[config.mk]
export PLATFORM = sky130hd
export DESIGN_NAME = dbus_arbiter
export DESIGN_NICKNAME = d
export VERILOG_FILES = /design/src/rtl/bus_pkg.sv /design/src/rtl/rr_pick.sv /design/src/rtl/dbus_arbiter.sv
export SDC_FILE = /design/constraint.sdc
export NUM_CORES = 1
export LEC_CHECK = 0
export BUFFER_PORTS_ARGS = -buffer_cell sky130_fd_sc_hd__buf_2
export CORE_AREA = 2 2 107 109
export CTS_CLUSTER_SIZE = 14
export DETAILED_ROUTE_END_ITERATION = 10
export DIE_AREA = 0 0 109 111
export HOLD_SLACK_MARGIN = 0.06
export PLACE_DENSITY = 0.68
export REMOVE_ABC_BUFFERS = 1
export SLEW_MARGIN = 20
export SYNTH_ARGS = -nofsm -noshare
export SYNTH_HDL_FRONTEND = slang
export SYNTH_HIERARCHICAL = 1
export SYNTH_SLANG_ARGS = --single-unit
export TNS_END_PERCENT = 5
[constraint.sdc]
create_clock -name clk -period 2.2 [get_ports clk]
set_clock_uncertainty 0.2 [all_clocks]
set_input_delay 0.33 -clock clk [delete_from_list [all_inputs] [get_ports clk]]
set_output_delay 0.33 -clock clk [all_outputs]
set_load 0.05 [all_outputs]
[src/rtl/bus_pkg.sv]
// Shared D-bus types: transfer type, transfer size and the arbiter state.
package bus_pkg;

  typedef enum logic {
    READ  = 1'b0,
    WRITE = 1'b1
  } ttype_t;

  typedef enum logic [1:0] {
    BYTE     = 2'd0,
    HALFWORD = 2'd1,
    WORD     = 2'd2
  } tsize_t;

  // busy on the arbiter is the external view of this state (busy == ACTIVE).
  typedef enum logic {
    IDLE   = 1'b0,
    ACTIVE = 1'b1
  } arb_state_t;

endpackage

[src/rtl/rr_pick.sv]
// Combinational round-robin selector: returns the first asserted request at or
// after ptr_i, wrapping N-1 -> 0. Shared between the D-bus and I-bus arbiters.
module rr_pick #(
  parameter int N = 2
) (
  input  logic [N-1:0]         req_i,
  input  logic [$clog2(N)-1:0] ptr_i,
  output logic                 valid_o,
  output logic [$clog2(N)-1:0] idx_o
);

  localparam int IW = $clog2(N);
  localparam logic [IW:0] N_W = (IW+1)'(N);

  logic [N-1:0]  req_rot;
  logic [IW-1:0] off;
  logic [IW:0]   sum;

  // Rotate so the pointer position sits at bit 0, take the lowest set bit, rotate the index back.
  always_comb begin
    req_rot = N'({req_i, req_i} >> ptr_i);
    valid_o = |req_rot;
    off     = '0;
    for (int k = N - 1; k >= 0; k--) begin
      if (req_rot[k]) off = IW'(k);
    end
    sum = {1'b0, ptr_i} + {1'b0, off};
    if (sum >= N_W) sum = sum - N_W;
    idx_o = sum[IW-1:0];
  end

endmodule

[src/rtl/dbus_arbiter.sv]
// Round-robin, non-preemptive arbiter sharing one D-bus slave path between
// NUM_MASTERS masters, one transaction in flight.
// Optional feature: define DBUS_ARB_TIMEOUT_EN to abort ACTIVE after
// TIMEOUT_CYCLES cycles without s_bdone (m_bdone + m_berr pulse, m_rdata = 0).
//
// Handshake: a master holds m_bstart until it sees its m_bdone pulse. The
// arbiter holds s_bstart with stable s_* fields until the one-cycle s_bdone
// pulse; m_bdone/m_rdata are a same-cycle combinational echo of s_bdone.
module dbus_arbiter
  import bus_pkg::*;
#(
  parameter int NUM_MASTERS    = 2,
  parameter int TIMEOUT_CYCLES = 64
) (
  input  logic                               clk,
  input  logic                               rst_n,
  input  logic [NUM_MASTERS-1:0]             m_bstart,
  input  logic [NUM_MASTERS-1:0][31:0]       m_addr,
  input  logic [NUM_MASTERS-1:0]             m_ttype,
  input  logic [NUM_MASTERS-1:0][1:0]        m_tsize,
  input  logic [NUM_MASTERS-1:0][31:0]       m_wdata,
  output logic [NUM_MASTERS-1:0]             m_bdone,
  output logic [NUM_MASTERS-1:0]             m_berr,
  output logic [31:0]                        m_rdata,
  output logic                               s_bstart,
  output logic [31:0]                        s_addr,
  output ttype_t                             s_ttype,
  output tsize_t                             s_tsize,
  output logic [31:0]                        s_wdata,
  input  logic                               s_bdone,
  input  logic [31:0]                        s_rdata,
  output logic [$clog2(NUM_MASTERS)-1:0]     grant_id,
  output logic                               busy
);

  localparam int IW = $clog2(NUM_MASTERS);
  localparam logic [IW-1:0] LAST_IDX = IW'(NUM_MASTERS - 1);

  if (NUM_MASTERS < 2 || NUM_MASTERS > 8 || TIMEOUT_CYCLES < 1) begin : g_bad_params
    $error("dbus_arbiter: NUM_MASTERS must be 2..8 and TIMEOUT_CYCLES >= 1");
  end

  arb_state_t        state_q, state_d;
  logic [IW-1:0]     ptr_q, ptr_d;
  logic [IW-1:0]     grant_q, grant_d;
  logic [31:0]       addr_q, addr_d;
  ttype_t            ttype_q, ttype_d;
  tsize_t            tsize_q, tsize_d;
  logic [31:0]       wdata_q, wdata_d;

  logic              pick_valid;
  logic [IW-1:0]     pick_idx;
  logic              done_ok;
  logic              abort;
  logic              finish;
  logic [NUM_MASTERS-1:0] grant_oh;

  rr_pick #(.N(NUM_MASTERS)) u_rr_pick (
    .req_i   (m_bstart),
    .ptr_i   (ptr_q),
    .valid_o (pick_valid),
    .idx_o   (pick_idx)
  );

`ifdef DBUS_ARB_TIMEOUT_EN
  localparam int CW = $clog2(TIMEOUT_CYCLES + 1);
  logic [CW-1:0] tmo_cnt_q, tmo_cnt_d;

  // Counter is held at zero in IDLE so every ACTIVE period starts from zero.
  always_comb begin
    tmo_cnt_d = tmo_cnt_q;
    if (state_q == IDLE)  tmo_cnt_d = '0;
    else if (!finish)     tmo_cnt_d = tmo_cnt_q + 1'b1;
  end

  // Timeout counter register.
  always_ff @(posedge clk or negedge rst_n) begin
    if (!rst_n) tmo_cnt_q <= '0;
    else        tmo_cnt_q <= tmo_cnt_d;
  end

  // A real completion in the last allowed cycle takes priority over the abort.
  assign abort = (state_q == ACTIVE) && !s_bdone && (tmo_cnt_q == CW'(TIMEOUT_CYCLES - 1));
`else
  assign abort = 1'b0;
`endif

  // Completion decode and combinational echo back to the granted master.
  always_comb begin
    done_ok  = (state_q == ACTIVE) && s_bdone;
    finish   = done_ok || abort;
    grant_oh = NUM_MASTERS'(1) << grant_q;
    m_bdone  = finish ? grant_oh : '0;
    m_berr   = abort  ? grant_oh : '0;
    m_rdata  = done_ok ? s_rdata : '0;
  end

  // Next-state: arbitrate and latch in IDLE, release and advance the pointer on completion.
  always_comb begin
    state_d = state_q;
    ptr_d   = ptr_q;
    grant_d = grant_q;
    addr_d  = addr_q;
    ttype_d = ttype_q;
    tsize_d = tsize_q;
    wdata_d = wdata_q;
    case (state_q)
      IDLE: begin
        if (pick_valid) begin
          state_d = ACTIVE;
          grant_d = pick_idx;
          addr_d  = m_addr[pick_idx];
          ttype_d = ttype_t'(m_ttype[pick_idx]);
          tsize_d = tsize_t'(m_tsize[pick_idx]);
          wdata_d = m_wdata[pick_idx];
        end
      end
      ACTIVE: begin
        if (finish) begin
          state_d = IDLE;
          ptr_d   = (grant_q == LAST_IDX) ? '0 : grant_q + 1'b1;
        end
      end
      default: state_d = IDLE;
    endcase
  end

  // State and latched-request registers.
  always_ff @(posedge clk or negedge rst_n) begin
    if (!rst_n) begin
      state_q <= IDLE;
      ptr_q   <= '0;
      grant_q <= '0;
      addr_q  <= '0;
      ttype_q <= READ;
      tsize_q <= WORD;
      wdata_q <= '0;
    end else begin
      state_q <= state_d;
      ptr_q   <= ptr_d;
      grant_q <= grant_d;
      addr_q  <= addr_d;
      ttype_q <= ttype_d;
      tsize_q <= tsize_d;
      wdata_q <= wdata_d;
    end
  end

  assign s_bstart = (state_q == ACTIVE);
  assign busy     = (state_q == ACTIVE);
  assign s_addr   = addr_q;
  assign s_ttype  = ttype_q;
  assign s_tsize  = tsize_q;
  assign s_wdata  = wdata_q;
  assign grant_id = grant_q;

endmodule

==> flow_summary.ini <==
[grt]
grt_usage_pct = 18.1
grt_max_degree = 48
grt_pass1_vias = 3400
overflow = 0
grt_antenna_before_repair = 2
grt_pass1_wl_mm = 16.6

[layout]
layout.nets = 713
drive_above_1_share_pct = 79.2
postLayoutCellArea_mm2 = 0.00574
area_growth_pct = 48.6
post-route-util_pct = 51.8

[synthesis]
synth_commonest_cells = mux2_2, dfrtp_1, mux2_4
yosys_most_used_dff = dfrtp_1
ys_seq_elements = 70
syn_area_per_cell_um2 = 14.1
synth_area_leader_cell = dfrtp_1
ys_top_cells_by_area = dfrtp_1, mux2_2, mux2_4, and3_1, buf_4
synth_area_mm2 = 0.00386
synth_edf_count = 0
yosysMostFrequentCell = mux2_2
post_synth_num_cell_types = 18
yosysSeqAreaShare_pct = 45.4
ys_warn_count = 6
synth_top_area_share_pct = 44.7
synthCells = 275
synthArstFlopShare_pct = 100

[route]
drc_errors = 0
drt_pass1_iterations = 4
wl_per_cell_um = 16.0
vias = 3252
via_per_inst = 4.70
drt_wl_total_mm = 11.0
antenna_left = 0
first_iter_violations = 149

[cts]
htreeDepth = 3
cts.path.max_buffers = 2
clk_latency_ns = 0.33
clk_pin_slew_worst_paths_ns = 0.06
clock_sinks = 70
root_buffer = clkbuf_16
cts_buffers = 9
cts_tree = built
cts_setup_buffers = 0

[setup_path]
crit_buf_inv = 2
crit_family = buffers and inverters
cp_cell_sequence = buf_12, and3_1, buf_2
worstPathRequired_ns = 1.67
crit_fanout = 37
endpoint_kind = output port
worst-setup-path-type = reg -> out
worstSetupStartpointType = register
critPathArrivalTime_ns = 1.47
slowest_stage = dfrtp_1
max_stage_delay_ns = 0.44

[power_and_ir_drop]
power.total_w = 0.00923
ir_drop_mv = 0.946
cellLeakagePower_nw = 3.08
p_per_area_mw_per_mm2 = 1610

[job]
maxCapViolations = 0

[sta]
period_needed_ns = 2.00
tns_ns = 0
max_freq_mhz = 500
setup_viol = 0
fin_crit_sh_pct = 90.9
setup_slack_ns = 0.199
rsz0062_at_grt = no
finalHoldViolations = 0
slew_violations = 0

[placed_design]
dpl.hpwl_mm = 8.53
portBuffers = 274
dp_slack_ns = 0.271
place_area_mm2 = 0.00538
gp_congestion = 0.774

[floorplan]
row_count = 39
initial_core_util_pct = 34.9
ios = 277
die_y_um = 111
dieArea_mm2 = 0.0121
core-area_mm2 = 0.0111
die_w_um = 109

[run_status]
status = finished, final reports clean

[min_path]
hold_class = in -> reg
## cell usage in the layout (no fill, tap or decap)
cell type / n
clkbuf_16: 9
o21ai_4: 1
clkbuf_1: 1
inv_1: 1
bufinv_16: 3
dlygate4sd3_1: 1
and3b_1: 1
diode_2: 2
mux2_2: 97
dfrtp_1: 69
and3_1: 33
mux2_4: 38
nand2_1: 2
or2_1: 1
nor2b_4: 1
dfstp_2: 1
buf_4: 1
a21o_1: 2
clkbuf_8: 1
buf_12: 6
nor2_1: 1
conb_1: 2
clkinv_4: 1
clkinvlp_4: 1
buf_2: 273
## sequential cells by signal, indices dropped and copies added (netlist names)
| signal | count |
|---|---|
| busy | 1 |
| s_ttype | 1 |
| ptr_q | 1 |
| s_tsize | 2 |
| grant_id | 1 |
| s_wdata | 32 |
| s_addr | 32 |
## power breakdown
group,internal (W),switching (W),leakage (nW)
clock,0.00114,0.000542,0.166
combinational,0.00173,0.00354,2.10
sequential,0.00194,0.000340,0.815
total,0.00481,0.00442,3.08
## final cells by class
cell class / count / area (um2)
fill: 983 / 5340
multi-input combinational: 179 / 1950
sequential: 70 / 1750
timing repair buffer: 281 / 1500
clock buffer: 11 / 243
tap: 143 / 179
clock inverter: 5 / 106
antenna: 2 / 5.00
inverter: 1 / 3.75
## worst paths after layout
kind                            slack, ns  depth (start not counted)         from          end
worst max-delay path                 0.20                          3         busy  m_rdata[18]
worst min-delay path                 0.15                          3  m_wdata[29]  s_wdata[29]
worst max register to register       0.31                          5        ptr_q   s_wdata[5]
worst min register to register       0.30                          1   s_addr[28]   s_addr[28]
max in group asynchronous            0.87                          3        rst_n   s_tsize[1]
min in group asynchronous            0.29                          2        rst_n   s_wdata[5]
## what timing repair did
action | 4_1_cts | 5_1_grt
hold buffers | 1 | 0
hold endpoints to repair | 31 | 0
resized for setup | 0 | 0
## layer usage
layer / global-route usage [%] / up-vias / part of all wire (%)
li1: - / 1521 / -
met4: 9.06 / 0 / 2.7
met2: 33.4 / 170 / 53
met3: 4.53 / 26 / 8.4
met1: 18.3 / 1535 / 36
met5: 0 / - / 0
## worst min-delay path, stage by stage
cell and delay, ns:
buf_2 0.07, mux2_4 0.13, mux2_4 0.12
## kinds of logic (layout without fill, tap and decap cells)
family                 count (synthesis)  after routing  share of synthesized area [%]
AOI/OAI and AO/OA                      3              3                          0.518
DFF                                   70             70                           45.4
buffers and inverters                 27            298                           4.82
and+or+nand+nor                       39             39                           6.18
muxes                                135            135                           43.0
other                                  1              4                         0.0970
## stage by stage
stage,std cells,hold slack [ns]
finish,692,0.150
global route,692,0.145
CTS,690,0.137
detailed placement,673,0.102
global placement,673,0.100
floorplan,250,-0.166
(Power assumes the default switching activity.)
